[config.mk]
export PLATFORM = sky130hd
export DESIGN_NAME = rsa_two_power_mod_multi
export DESIGN_NICKNAME = d
export VERILOG_FILES = /design/src/rtl/rsa_two_power_mod_multi.sv
export SDC_FILE = /design/constraint.sdc
export NUM_CORES = 2
export LEC_CHECK = 0
export ABC_CLOCK_PERIOD_IN_PS = 5800
export BUFFER_PORTS_ARGS = -buffer_cell sky130_fd_sc_hd__buf_4
export CAP_MARGIN = 20
export CORE_ASPECT_RATIO = 1.1
export CORE_UTILIZATION = 45
export DETAILED_ROUTE_END_ITERATION = 16
export SYNTH_ARGS = -nofsm -noshare
export SYNTH_HDL_FRONTEND = slang
export SYNTH_SLANG_ARGS = --single-unit
[constraint.sdc]
create_clock -name clk -period 5.8 [get_ports clk]
set_input_delay 1.16 -clock clk [delete_from_list [all_inputs] [get_ports clk]]
set_output_delay 1.16 -clock clk [all_outputs]
set_load 0.02 [all_outputs]
[src/rtl/rsa_two_power_mod_multi.sv]
// rsa_two_power_mod_multi: computes 2^P mod N by iterated modular doubling, STEP doublings per cycle
module rsa_two_power_mod_multi #(
    parameter int MOD_W = 256,
    parameter int CNT_W = 32,
    parameter int STEP  = 1
) (
    input  logic             clk,
    input  logic             rst,
    input  logic             i_valid,
    output logic             i_ready,
    input  logic [CNT_W-1:0] i_power,
    input  logic [MOD_W-1:0] i_modulus,
    output logic             o_valid,
    input  logic             o_ready,
    output logic [MOD_W-1:0] o_result,
    output logic             o_error
);
    typedef enum logic [1:0] {IDLE = 2'd0, CALC = 2'd1, DONE = 2'd2} state_t;
    state_t state;
    logic [MOD_W-1:0] r, n, nxt;
    logic [MOD_W:0] t;
    logic [CNT_W-1:0] rem, k;
    assign i_ready = state == IDLE;
    assign o_valid = state == DONE;
    assign o_result = r;
    assign k = rem < CNT_W'(STEP) ? rem : CNT_W'(STEP);
    // r < n always holds, so one conditional subtract per doubling keeps it reduced
    always_comb begin
        nxt = r;
        t = '0;
        for (int s = 0; s < STEP; s++) begin
            t = {nxt, 1'b0};
            nxt = CNT_W'(s) >= rem ? nxt : t >= {1'b0, n} ? MOD_W'(t - {1'b0, n}) : t[MOD_W-1:0];
        end
    end
    always_ff @(posedge clk or negedge rst) begin
        if (!rst) begin
            state <= IDLE;
            r <= '0;
            rem <= '0;
            n <= '0;
            o_error <= 1'b0;
        end else begin
            case (state)
                IDLE: if (i_valid) begin
                    n <= i_modulus;
                    rem <= i_power;
                    o_error <= i_modulus == '0;
                    r <= MOD_W'(i_modulus > MOD_W'(1));
                    state <= i_modulus == '0 || i_power == '0 ? DONE : CALC;
                end
                CALC: begin
                    r <= nxt;
                    rem <= rem - k;
                    state <= rem == k ? DONE : CALC;
                end
                DONE: state <= o_ready ? IDLE : DONE;
                default: state <= IDLE;
            endcase
        end
    end
endmodule

======== Yosys cells after proc, flatten, opt, wreduce, memory -nomap -nowiden ========
Cells that the tools add are included.
operators by class
  add/subtract/negate cells ............... 2
  reductions and logical operators ........ 8
  equality and inequality tests ........... 5
  muxes and demuxes ....................... 12
  $lt $le $gt $ge ......................... 4
operator list
  operator                count
  $mux W256               3
  $pmux W256 S2           1
  $ge A257 B256 Y1        1
  $gt A256 B1 Y1 const B  1
  $logic_not A256 Y1      1
  $sub A256 B256 Y256     1
  $mux W32                2
  $pmux W32 S2            1
  $eq A32 B32 Y1          1
  $ge A1 B32 Y1 const A   1
  $logic_not A32 Y1       1
  $lt A32 B1 Y1 const B   1
  $sub A32 B32 Y32        1
  $mux W2                 4
  $pmux W2 S3             1
  $ne A2 B2 Y1 const B    2
  $reduce_and A2 Y1       2
  $reduce_and A3 Y1       1
  $eq A2 B1 Y1 const B    1
  $eq A2 B2 Y1 const B    1
  $logic_not A2 Y1        1
  $reduce_bool A2 Y1      1
  $logic_or A1 B1 Y1      1
storage, ports and cells
  bits in registers ....................... 547
  output and inout port bits .............. 259

======== Depth between registers and ports, before layout ========
  word-level depth ........................ 5
  depth in mapped cells ................... 20
  depth with buffers taken out ............ 18

======== Least setup slack after synthesis ========
Ideal clock, no wire load.
  kind .................................... reg-to-reg
  from .................................... register r[75] (netlist: o_result[75])
  to ...................................... register r[213] (netlist: o_result[213])
  setup time .............................. 0.126 ns
  stages on the path, launching flop included .. 16
  path buffers ............................ 1
  clock period less this slack ............ 3.971 ns
  setup slack ............................. 1.829 ns
  arrival time ............................ 3.845 ns
  path through ............................ dfrtp_1 > ha_1 > buf_2 > nand4_1 > or3_1 > or3_1 > nor3_1 > or4b_1 > a31oi_1 > o21ai_0 > a21boi_1 > a21oi_1 > o21bai_1 > a31oi_1 > mux2i_1 > a221o_1
between the ends
  word-level cells in the longest chain between the ends .. 4
  elaborated cells between the ends (all ways) .. 5
  those cells by class .................... 1 x add/sub; 1 x order compare; 3 x mux
RTL lines
  element                                                  RTL line  RTL
  from (decl)                                              20        logic [MOD_W-1:0] r, n, nxt;
  from (signal assigned)                                   49        r <= MOD_W'(i_modulus > MOD_W'(1));
  from (signal assigned)                                   53        r <= nxt;
  $sub A256 B256 Y256 or $ge A257 B256 Y1 (tied branches)  33        nxt = CNT_W'(s) >= rem ? nxt : t >= {1'b0, n} ? MOD_W'(t - {1'b0, n}) : t[MOD_W-1:0];
  $mux W256 (*) (2 in series)                              33
  $pmux W256 S2 (*)                                        44        case (state)
Mark *: on every way between the ends. The rest lies on a longest branch, timed or not. The select of a mux whose other input is x is not followed.
A chain may end at the register's enable or synchronous reset.

======== Worst setup path in the final report ========
  from .................................... register r[65] (netlist: o_result[65])
  to ...................................... register r[213] (netlist: o_result[213])
The elaborated chain is that of the path after synthesis.

==> flow_summary.json <==
{
  "outcome": "complete, no violations",
  "io_pins": 551,
  "synth_most_common_cell": "nand2_1",
  "grt_max_degree": 197,
  "start_util": 0.457,
  "postCtsResizedCells": 0,
  "cts_hold_buf": 0,
  "p_per_area_mw_per_mm2": 317,
  "first_iter_violations": 3909,
  "place_congestion": 1.04,
  "synth_area_leader_cell": "dfrtp_1",
  "drc": 0,
  "synthToLayoutAreaGrowth_pct": 17.4,
  "synthArstFlopShare": 1.00,
  "cts_buffers": 66,
  "fmax_mhz": 177,
  "dp_hpwl_um": 149000,
  "peakVddDrop_v": 0.000272,
  "yosys_warnings": 0,
  "first_pass_iters": 8,
  "fin_tns_setup_ps": 0,
  "synth_cells": 5825,
  "path_buf_inv": 0,
  "maxSlewViolCount": 0,
  "num_rows": 118,
  "post-cts-setup-buffers": 0,
  "routedWlPerCell_um": 24.8,
  "hold_path_depth": 2,
  "leakagePower_nw": 23.2,
  "htreeDepth": 3,
  "final_antenna_net_count": 0,
  "rsz0062_at_grt": "no",
  "period_share": 0.975,
  "overflow": 0,
  "cp.arrival_ps": 6180,
  "cts_tree": "yes",
  "ys_types": 85,
  "final_layout_size_suffix_gt1_frac": 0.131,
  "crit_family": "compound AO/OA/AOI/OAI gates",
  "ys_ff_latch": 547,
  "netlist.area_leader.share": 0.316,
  "numPortBuffers": 550,
  "worstSkewPairLatency_ps": 660,
  "max_stage_delay_ps": 710,
  "ys_seq_area_frac": 0.316,
  "worstPathCellList": "ha_1 -> nand4_1 -> or3_1 -> or3_1 -> nor3_1 -> or4b_1 -> a31oi_1 -> o21ai_0 -> a21boi_1 -> a21oi_1 -> o21bai_1 -> a31oi_1 -> mux2i_1 -> a221o_1",
  "clkTransAtPathRegs_ps": 60,
  "critPathMaxFanout": 8,
  "ctsRootBufferMaster": "clkbuf_16",
  "layout.nets": 6733,
  "reg2reg_depth": 14,
  "cp.depth": 14,
  "drv_cap": 0,
  "die_height_um": 327,
  "track_usage": 0.371,
  "cp-end-kind": "register",
  "crit_type": "reg2reg",
  "synth_area_per_cell_um2": 7.43,
  "grt_pass1_wl_um": 278000,
  "critPathLaunchType": "register",
  "fin_crit_ps": 5660,
  "core_mm2": 0.0948,
  "routed_wl_um": 186000,
  "crit_required_ps": 6320,
  "tightest_slew_ps": 1210,
  "die_x_um": 298,
  "crit_path_top_delay_cell": "a31oi_1",
  "viasPerCell": 6.12,
  "setup-violations-final": 0,
  "maxSlewHeadroom": 0.184,
  "total_power_w": 0.0161,
  "clock-sinks": 547,
  "synth_nets": 6375,
  "syn_area_mm2": 0.0433,
  "antenna_found_initial": 15,
  "synthTopCellsByArea": "dfrtp_1 32%, o21ai_0 8.9%, a21oi_1 7.5%, ha_1 7.4%, nand2_1 7.2%",
  "cts.path.max_buffers": 3,
  "vias": 45914,
  "synth_common_cells": "832 x nand2_1, 774 x o21ai_0, 650 x a21oi_1",
  "hold_viol_final": 0,
  "skew_ps": 27.3,
  "hp-class": "reg2reg",
  "grt_pass1_vias": 44522,
  "dieArea_mm2": 0.0974,
  "synth_edf_count": 0,
  "synthFlopType": "dfrtp_1"
}
cell type report:
cell class,instances,area (um^2)
clock inverter,26,320
fill,9328,44000
sequential,547,13700
tap,1260,1580
multi-input combinational,4576,26900
inverter,345,1290
clock buffer,91,1940
timing repair buffer,647,5070
antenna,8,20.0
metal layers:
metal  wire length (um)  share of wire  GRT usage  vias to the layer above
li1                   -              -          -                    21528
met1              76800           0.41      0.469                    22266
met2              87200           0.47      0.617                     1730
met3              12400          0.067     0.0617                      378
met4               9340          0.050      0.176                       12
met5                 91        0.00049          0                        -
power breakdown:
part / leakage, nW / internal [W] / total [W] / switching [W]
clock: 1.09 / 0.00261 / 0.00439 / 0.00177
combinational: 17.0 / 0.00231 / 0.00706 / 0.00475
sequential: 5.14 / 0.00417 / 0.00464 / 0.000465
cells in the final DEF, fill, tap and decap left out, drive strengths merged, types with 10 or more instances in the layout:
master	count
a21boi	30
buf	647
xor2	96
nor4	120
o21ai	841
nand4	191
a32oi	16
a221oi	11
or3	32
a221o	13
mux2i	31
nor3	96
and3	22
and4	17
a21o	116
nor2	390
o31ai	46
a31oi	35
o21bai	97
nand3	165
clkbuf	91
o21a	51
inv	348
and2	12
o211ai	25
a22oi	18
nor2b	17
a22o	20
a211oi	23
clkinv	10
xnor2	141
or2	21
dfrtp	547
a21oi	650
ha	257
nand2b	23
nand2	833
cells by family (layout without fill, tap and decap cells):
logic type | after synthesis | after routing | synth area share
compound gates | 2083 | 2083 | 0.281
simple gates | 1962 | 1962 | 0.208
buf+inv | 702 | 1109 | 0.0641
flops | 547 | 547 | 0.316
fa+ha+maj | 258 | 258 | 0.0747
xor+xnor | 237 | 237 | 0.0480
mux | 36 | 36 | 0.00847
other cells | 0 | 8 | 0
metrics by stage:
stage / std cells / worst slack [ps] / hold WS [ps] / util / instance area (um^2)
floorplan: 5825 / 1830 / 449 / - / 43300
global placement: 7373 / 253 / 476 / 0.512 / 48500
detailed placement: 7375 / 287 / 473 / 0.512 / 48500
CTS: 7492 / 249 / 489 / 0.536 / 50800
global route: 7499 / 37.5 / 511 / 0.536 / 50800
finish: 7500 / 143 / 491 / 0.536 / 50800
worst paths after layout:
| kind | from | slack [ps] | endpoint |
|---|---|---|---|
| setup / recovery | o_result[65] | 140 | o_result[213] |
| hold / removal | o_error | 490 | o_error |
| setup reg to reg | o_result[65] | 140 | o_result[213] |
| hold reg to reg | o_error | 490 | o_error |
| max in group asynchronous | rst | 3940 | o_result[234] |
| min in group asynchronous | rst | 520 | o_result[101] |
registers in the layout, summed over array words and instances (netlist names):
register and flops:
state 2, rem 32, o_error 1, o_result 256
n 256
worst reg2reg max path, stage by stage (launching register included):
cell and delay, ps:
dfrtp_1 450, ha_1 480, nand4_1 230, or3_1 490, or3_1 420, nor3_1 190, or4b_1 530, a31oi_1 720
o21ai_0 220, a21boi_1 470, a21oi_1 310, o21bai_1 360, a31oi_1 150, mux2i_1 170, a221o_1 340
Power figures use the tool's default switching activity.
